`src/rtl/sort_9_stream_ctrl.sv`:
```
// Stream sequencer around an external 9-input sorting network: gathers a frame,
// waits out the sorter latency, then replays the sorted elements in ascending order.
module sort_9_stream_ctrl #(
    parameter int DATA_W   = 32,
    parameter int SORT_LAT = 0,
    parameter int CNT_W    = 16
) (
    input  logic                  clk,
    input  logic                  rst_n,
    input  logic                  in_valid,
    output logic                  in_ready,
    input  logic [DATA_W-1:0]     in_data,
    input  logic                  in_last,
    output logic [9*DATA_W-1:0]   srt_in,
    input  logic [9*DATA_W-1:0]   srt_out,
    output logic                  out_valid,
    input  logic                  out_ready,
    output logic [DATA_W-1:0]     out_data,
    output logic                  out_last,
    output logic                  busy,
    output logic [CNT_W-1:0]      frame_cnt
);

    localparam int WC_W = (SORT_LAT > 0) ? $clog2(SORT_LAT + 1) : 1;
    localparam logic [DATA_W-1:0] ONES = {DATA_W{1'b1}};

    typedef enum logic [1:0] {
        ST_FILL  = 2'd0,
        ST_WAIT  = 2'd1,
        ST_DRAIN = 2'd2
    } state_t;

    state_t              state_q;
    logic [3:0]          idx_q;
    logic [3:0]          cnt_q;
    logic [WC_W-1:0]     wait_q;
    logic [DATA_W-1:0]   slot_q [9];
    logic [DATA_W-1:0]   res_q  [9];
    logic                in_ready_q;
    logic                out_valid_q;
    logic [DATA_W-1:0]   out_data_q;
    logic                out_last_q;
    logic                busy_q;
    logic [CNT_W-1:0]    frame_cnt_q;

    logic [3:0]          idx_inc_d;
    logic                beat_d;
    logic                frame_end_d;
    logic                hs_d;
    logic [DATA_W-1:0]   res_nxt_d;
    logic                last_nxt_d;

    // Handshake decode and look-ahead of the next element to present in DRAIN
    always_comb begin
        idx_inc_d   = idx_q + 4'd1;
        beat_d      = in_valid && in_ready_q && (state_q == ST_FILL);
        frame_end_d = beat_d && (in_last || (idx_q == 4'd8));
        hs_d        = out_valid_q && out_ready;
        last_nxt_d  = (idx_inc_d == (cnt_q - 4'd1));
        if (idx_inc_d < 4'd9) begin
            res_nxt_d = res_q[idx_inc_d];
        end else begin
            res_nxt_d = ONES;
        end
    end

    // Pack the staging slots onto the sorter input bus
    always_comb begin
        srt_in = {9*DATA_W{1'b0}};
        for (int k = 0; k < 9; k++) begin
            srt_in[k*DATA_W +: DATA_W] = slot_q[k];
        end
    end

    // Frame sequencer: FILL collects, WAIT covers sorter latency, DRAIN replays
    always_ff @(posedge clk or negedge rst_n) begin
        if (!rst_n) begin
            state_q     <= ST_FILL;
            idx_q       <= 4'd0;
            cnt_q       <= 4'd0;
            wait_q      <= {WC_W{1'b0}};
            in_ready_q  <= 1'b1;
            out_valid_q <= 1'b0;
            out_data_q  <= {DATA_W{1'b0}};
            out_last_q  <= 1'b0;
            busy_q      <= 1'b0;
            frame_cnt_q <= {CNT_W{1'b0}};
            for (int k = 0; k < 9; k++) begin
                slot_q[k] <= ONES;
                res_q[k]  <= {DATA_W{1'b0}};
            end
        end else begin
            case (state_q)
                ST_FILL: begin
                    if (beat_d) begin
                        slot_q[idx_q] <= in_data;
                        if (frame_end_d) begin
                            cnt_q <= idx_inc_d;
                            // Unused slots become all-ones so they sort to the top
                            for (int k = 0; k < 9; k++) begin
                                if (k > int'(idx_q)) begin
                                    slot_q[k] <= ONES;
                                end
                            end
                            state_q    <= ST_WAIT;
                            in_ready_q <= 1'b0;
                            busy_q     <= 1'b1;
                            wait_q     <= WC_W'(SORT_LAT);
                        end else begin
                            idx_q <= idx_inc_d;
                        end
                    end
                end
                ST_WAIT: begin
                    if (wait_q == {WC_W{1'b0}}) begin
                        for (int k = 0; k < 9; k++) begin
                            res_q[k] <= srt_out[k*DATA_W +: DATA_W];
                        end
                        out_data_q  <= srt_out[DATA_W-1:0];
                        out_last_q  <= (cnt_q == 4'd1);
                        out_valid_q <= 1'b1;
                        idx_q       <= 4'd0;
                        state_q     <= ST_DRAIN;
                    end else begin
                        wait_q <= wait_q - WC_W'(1);
                    end
                end
                ST_DRAIN: begin
                    if (hs_d) begin
                        if (out_last_q) begin
                            frame_cnt_q <= frame_cnt_q + CNT_W'(1);
                            idx_q       <= 4'd0;
                            state_q     <= ST_FILL;
                            in_ready_q  <= 1'b1;
                            out_valid_q <= 1'b0;
                            out_last_q  <= 1'b0;
                            busy_q      <= 1'b0;
                        end else begin
                            idx_q      <= idx_inc_d;
                            out_data_q <= res_nxt_d;
                            out_last_q <= last_nxt_d;
                        end
                    end
                end
                default: begin
                    state_q     <= ST_FILL;
                    idx_q       <= 4'd0;
                    in_ready_q  <= 1'b1;
                    out_valid_q <= 1'b0;
                    out_last_q  <= 1'b0;
                    busy_q      <= 1'b0;
                end
            endcase
        end
    end

    assign in_ready  = in_ready_q;
    assign out_valid = out_valid_q;
    assign out_data  = out_data_q;
    assign out_last  = out_last_q;
    assign busy      = busy_q;
    assign frame_cnt = frame_cnt_q;

endmodule

```
`config.mk`:
```
export PLATFORM = sky130hd
export DESIGN_NAME = sort_9_stream_ctrl
export DESIGN_NICKNAME = d
export VERILOG_FILES = /design/src/rtl/sort_9_stream_ctrl.sv
export SDC_FILE = /design/constraint.sdc
export NUM_CORES = 1
export LEC_CHECK = 0
export CAP_MARGIN = 20
export CORE_MARGIN = 2
export CORE_UTILIZATION = 25
export CTS_CLUSTER_DIAMETER = 120
export DETAILED_ROUTE_END_ITERATION = 10
export GPL_TIMING_DRIVEN = 0
export HOLD_SLACK_MARGIN = 0.06
export PLACE_DENSITY = 0.46
export SYNTH_ARGS = -nofsm -noshare
export SYNTH_HDL_FRONTEND = slang
export SYNTH_SLANG_ARGS = --single-unit
```
`constraint.sdc`:
```
create_clock -name clk -period 2.67 [get_ports clk]
set_clock_uncertainty 0.1 [all_clocks]
set_input_delay 0.534 -clock clk [delete_from_list [all_inputs] [get_ports clk]]
set_output_delay 0.534 -clock clk [all_outputs]
set_load 0.02 [all_outputs]
```
# Word-level counts from Yosys, hierarchy flattened
# Cells that the tools add are included.
totals:
  register_bits: 639
  output_inout_bits: 340
  elab_cells: 131
op_classes:
  n_addsub: 4
  magnitude_cmp: 12
  n_eq_ne: 12
  n_mux: 50
  bitwise_logic: 5
  n_reduce_logical: 20
op_table:
  columns: ["cell", "n"]
  rows:
  - ["32-bit 2-to-1 mux", 15]
  - ["288-bit bitwise mux", 1]
  - ["256-bit 2-to-1 mux", 1]
  - ["32-bit binary-select mux with 4-bit select", 1]
  - ["32-bit demux with 4-bit select", 1]
  - ["32-bit case mux with 2 select lines", 1]
  - ["4-bit 2-to-1 mux", 5]
  - ["16-bit by 1-bit adder with 16-bit output (second input constant)", 1]
  - ["3-bit by 4-bit greater-than comparator with 1-bit output (first input constant)", 4]
  - ["2-bit inequality test (second input constant)", 7]
  - ["1-bit 2-to-1 mux", 13]
  - ["1-bit case mux with 3 select lines", 4]
  - ["4-bit case mux with 3 select lines", 1]
  - ["3-bit AND reduction", 4]
  - ["4-bit AND reduction", 3]
  - ["5-bit greater-or-equal comparator (second input constant)", 2]
  - ["2-bit 2-to-1 mux", 5]
  - ["4-bit NOT with 5-bit output", 2]
  - ["5-bit AND reduction", 2]
  - ["2-bit by 4-bit greater-than comparator with 1-bit output (first input constant)", 2]
  - ["2-bit case mux with 3 select lines", 1]
  - ["1-bit logical AND", 5]
  - ["5-bit by 1-bit < comparator with 1-bit output (second input constant)", 1]
  - ["4-bit by 1-bit adder with 4-bit output (second input constant)", 1]
  - ["16 further kinds", 20]

# Logic depth before layout (Yosys ltp)
depth:
  word_depth: 9
  mapped_depth: 10
  depth_no_buf: 7

# Least setup slack after synthesis
# OpenSTA, ideal clock, no wires.
synth_path:
  path_type: "reg-to-reg"
  start: "register idx_q[1]"
  end: "register out_data_q[30] (netlist: out_data[30])"
  setup_ps: 124
  arrival_ps: 2259
  setup_slack_ps: 186
  path_stages_with_launch: 10
  synth_period_minus_slack_ps: 2484
  cell_sequence: "dfrtp_1 -> clkbuf_1 -> inv_1 -> ha_1 -> clkbuf_1 -> buf_2 -> clkbuf_1 -> mux4_2 -> a21oi_1 -> a21oi_1"
synth_between:
  elab_chain_len: 9
  word_cells_on_any_way: 10
  classes_between: "add/sub: 1; order compare: 1; mux: 7; bitwise: 1"
synth_lines:
  columns: ["item", "line_no", "text"]
  rows:
  - ["from (decl)", "34", "logic [3:0] idx_q;"]
  - ["from (signal assigned)", "110", "idx_q <= idx_inc_d;"]
  - ["from (signal assigned)", "139", "idx_q <= idx_inc_d;"]
  - ["4-bit by 1-bit adder with 4-bit output *", "55", "idx_inc_d = idx_q + 4'd1;"]
  - ["net idx_inc_d[1]", "46", "logic [3:0] idx_inc_d;"]
  - ["4-bit NOT with 5-bit output (not written as such)", "61", "res_nxt_d = res_q[idx_inc_d];"]
  - ["32-bit binary-select mux with 4-bit select", "61", null]
  - ["32-bit 2-to-1 mux (not written as such) (2 in series)", "61", null]
  - ["32-bit 2-to-1 mux *", "60", "if (idx_inc_d < 4'd9) begin"]
  - ["32-bit 2-to-1 mux *", "130", "if (out_last_q) begin"]
  - ["32-bit 2-to-1 mux *", "129", "if (hs_d) begin"]
  - ["32-bit case mux with 2 select lines *", "93", "case (state_q)"]
  - ["to (signal assigned)", "84", "out_data_q <= {DATA_W{1'b0}};"]
  - ["to (signal assigned)", "119", "out_data_q <= srt_out[DATA_W-1:0];"]
  - ["to (signal assigned)", "140", "out_data_q <= res_nxt_d;"]
  - ["to (decl)", "41", "logic [DATA_W-1:0] out_data_q;"]
# The timed path passes the listed nets; every way through them passes the cells marked *. The select of a mux whose other input is x is not followed.
# A chain may end at the register's enable or synchronous reset.

# Worst setup path in the final report
layout_path:
  start: "register idx_q[1]"
  end: "register busy_q (netlist: busy)"
layout_between:
  elab_chain_len: 5
layout_lines:
  columns: ["item", "line_no", "text"]
  rows:
  - ["4-bit equality test", "57", "frame_end_d = beat_d && (in_last || (idx_q == 4'd8));"]
  - ["1-bit logical OR", "57", null]
  - ["1-bit logical AND", "57", null]
  - ["2-bit inequality test (no line)", null, null]
  - ["5-bit AND reduction (no line)", null, null]
  - ["to (signal assigned)", "86", "busy_q <= 1'b0;"]
  - ["to (signal assigned)", "107", "busy_q <= 1'b1;"]
  - ["to (signal assigned)", "137", "busy_q <= 1'b0;"]
  - ["to (decl)", "43", "logic busy_q;"]
# No other way between the ends.

==> results_dict.tcl <==
set metrics [dict create \
    synth_area_leader_cell "dfrtp_1" \
    rsz0062_at_grt "yes" \
    leakage_nw 16.58 \
    insertion_delay_ns 0.65 \
    cts_tree "done" \
    slowest_delay_ns 0.40 \
    num_rows 120 \
    status "complete, no violations" \
    avgRoutedWirePerCell_um 25.63 \
    vdd_drop_max_v 0.0004105 \
    synthesis.nets 2515 \
    detailed_place_hpwl_um 84760 \
    fin_cells 4393 \
    yosysWarningCount 0 \
    grt_max_degree 124 \
    num_io_pins 665 \
    die_w_um 333.4 \
    vias_per_cell 4.771 \
    ys_ff_latch 638 \
    cts_max_level 3 \
    worstPathRequired_ns 3.11 \
    layout-drive-gt1-share_pct 31.27 \
    route.detailed.drc 0 \
    startpoint_type "flip-flop" \
    antenna_left 0 \
    p_per_area_nw_per_um2 567.7 \
    grt_overflow 0 \
    synth_seq_area_share_pct 60.19 \
    dpl.cell_count 4222 \
    cp-end-kind "flip-flop" \
    synth_top_area_share_pct 32.19 \
    nets 3249 \
    syn_to_final_growth_pct 41.98 \
    worst_pin_slew_ns 1.062 \
    syn_inst 2179 \
    post-route-period-util_pct 97.13 \
    slowest_stage "dfrtp_1" \
    initial_core_util_pct 25.27 \
    synth_edf_count 0 \
    fin_util_pct 35.88 \
    maxCapViolCount 0 \
    dr.pass1.iters 5 \
    antenna_found_initial 40 \
    die_y_um 333.4 \
    finalHoldViolations 0 \
    grt_pass1_vias 22500 \
    crit_family "compound AO/OA/AOI/OAI gates" \
    ys.flop_type "dfrtp_1" \
    gp_congestion 0.8209 \
    fillCellCount 10510 \
    cts_max_path_buffers 3 \
    synth_area_um2 27130 \
    wirelength_um 112600 \
    crit_chain "clkbuf_2 > inv_2 > ha_4 > nand3b_1 > a21o_1 > buf_4 > a211oi_4 > nand2_1 > mux2_2" \
    hold_path.class "input port to flip-flop" \
    drtIter0Drc 1163 \
    avgSynthCellArea_um2 12.45 \
    die-area_um2 111200 \
    clk_pin_slew_ns 0.06 \
    fmax_ghz 0.3856 \
    final_max_slew_viol_count 0 \
    slew_headroom_pct 29.20 \
    cts.sinks 638 \
    synth.area.top_cells "dfrtp_1 32%, dfstp_2 28%, mux2_2 13%" \
    grt_pass1_wl_um 161700 \
    clock-root-buffer "clkbuf_16" \
    vias 20960 \
    synth.distinct_cells 46 \
    path_class "flip-flop to flip-flop" \
    core_area_um2 107400 \
    numCtsBuffers 80 \
    async_reset_ff_share_pct 100.0 \
    numPortBuffers 632 \
    cp_data_arrival_time_ns 3.03 \
    setup_viol 0 \
    fin_crit_ns 2.593 \
    worst-path-buf-inv 3 \
    crit_fanout 10 \
    grtUsageTotal_pct 20.03 \
    regArea_um2 16330 \
    multiInputGateArea_um2 10100 \
]
metrics by stage:
step                       TNS, ns  hold slack (ns)  power [W]  cell area, um^2  setup WS [ns]
after floorplan                  0           0.1384    0.01000            27130         0.1862
after global placement           -           0.3619    0.01083            35210         -27.59
after detailed placement   -184.85           0.3779    0.01087            35400         -1.377
after CTS                 -0.05794           0.2735    0.02223            38370       -0.02333
after global routing      -0.08662           0.3101    0.02270            38490       -0.01833
final                            0           0.3176    0.02186            38510        0.07672
sequential cells by signal, indices dropped and copies added, names as in the netlist:
| name | flops |
|---|---|
| srt_in | 288 |
| out_data | 32 |
| frame_cnt | 16 |
| idx_q | 4 |
| busy | 1 |
| state_q | 2 |
| out_last | 1 |
| out_valid | 1 |
| res_q | 288 |
| cnt_q | 4 |
| in_ready | 1 |
synthesized netlist by cell type, types with 32 or more instances:
library cell and n:
clkbuf_1 139, or3_1 36, nand2_1 416, a21oi_1 67, dfstp_2 289, o21ai_0 46
nand3_1 198, mux2_2 322, a22oi_1 32, mux4_2 64, dfrtp_1 349, o22a_1 64
layout make-up:
type / instances / share of cell area [%]
Clock buffer: 120 / 6.273
Buffer: 184 / 2.326
Sequential cell: 638 / 42.40
Timing Repair Buffer: 653 / 17.24
Clock inverter: 26 / 0.7894
Inverter: 11 / 0.1170
Antenna cell: 13 / 0.08447
Tap cell: 1403 / 4.558
Multi-Input combinational cell: 1345 / 26.22
layout by cell type (no fill, tap or decap), types with 3 or more instances in the layout:
cell / instances
clkdlybuf4s50_1: 631
nand2_1: 409
dfrtp_1: 348
mux2_2: 322
dfstp_2: 289
nand3_1: 198
clkbuf_1: 118
clkbuf_16: 84
a21oi_1: 65
mux4_2: 64
o22a_1: 64
o21ai_0: 46
or3_1: 36
a22oi_1: 32
clkbuf_2: 28
buf_2: 26
buf_4: 25
clkbuf_8: 20
nor2_1: 14
xnor2_1: 14
clkinv_2: 14
diode_2: 13
xor2_1: 11
ha_1: 10
inv_1: 9
clkbuf_4: 8
buf_8: 6
nor3_1: 6
nand4_1: 6
bufinv_16: 6
and2_0: 5
nand2_2: 5
buf_16: 5
nor2b_1: 3
inv_6: 3
power by group:
part | switching [W] | internal, W | total (W) | leakage (nW)
Combinational | 0.000492 | 0.000462 | 0.000954 | 7.48
Sequential | 0.0000171 | 0.00972 | 0.00974 | 7.75
Clock | 0.00434 | 0.00683 | 0.0112 | 1.35
Total | 0.00485 | 0.0170 | 0.0219 | 16.6
worst min-delay path, delay by kind of cell:
kind / cells / cell delay [ns]
buffers and inverters: 1 / 0.30
and+or+nand+nor: 2 / 0.21
per-layer routing:
layer,GRT usage [%],vias to the layer above,part of all wire (%)
met3,6.960,176,9.0
met4,5.748,52,2.4
li1,-,9142,-
met5,0,-,0.30
met1,23.77,10820,39
met2,34.17,766,49
path summary, 6_finish.rpt:
path | startpoint | end | slack [ns] | cells after the start
setup / recovery | idx_q[1]$_DFFE_PN0P_ | busy$_DFFE_PN0P_ | 0.08 | 9
hold / removal | in_data[17] | srt_in[241]$_DFFE_PN1P_ | 0.32 | 3
setup reg to reg | idx_q[1]$_DFFE_PN0P_ | busy$_DFFE_PN0P_ | 0.08 | 9
hold reg to reg | srt_in[241]$_DFFE_PN1P_ | srt_in[241]$_DFFE_PN1P_ | 0.38 | 2
max in group asynchronous | rst_n | res_q[70]$_DFFE_PN0P_ | 0.48 | 4
min in group asynchronous | rst_n | frame_cnt[10]$_DFFE_PN0P_ | 0.44 | 2
kinds of logic after synthesis:
logic type               after synthesis  synth area share [%]
AND/OR/NAND/NOR                      697                 11.25
flip-flops                           638                 60.19
multiplexers                         386                 18.68
AO/OA/AOI/OAI                        226                 5.535
buffers and inverters                196                 3.030
XOR/XNOR                              25                0.8072
adder cells (fa/ha/maj)               11                0.5073
what timing repair did:
item                       in CTS  in global routing
setup endpoints to repair     455                329
setup buffers                   4                  8
hold endpoints to repair       11                  0
pin swaps                       2                  3
resized for setup              70                 35
hold buffers                    1                  0
Power figures use the tool's default switching activity.
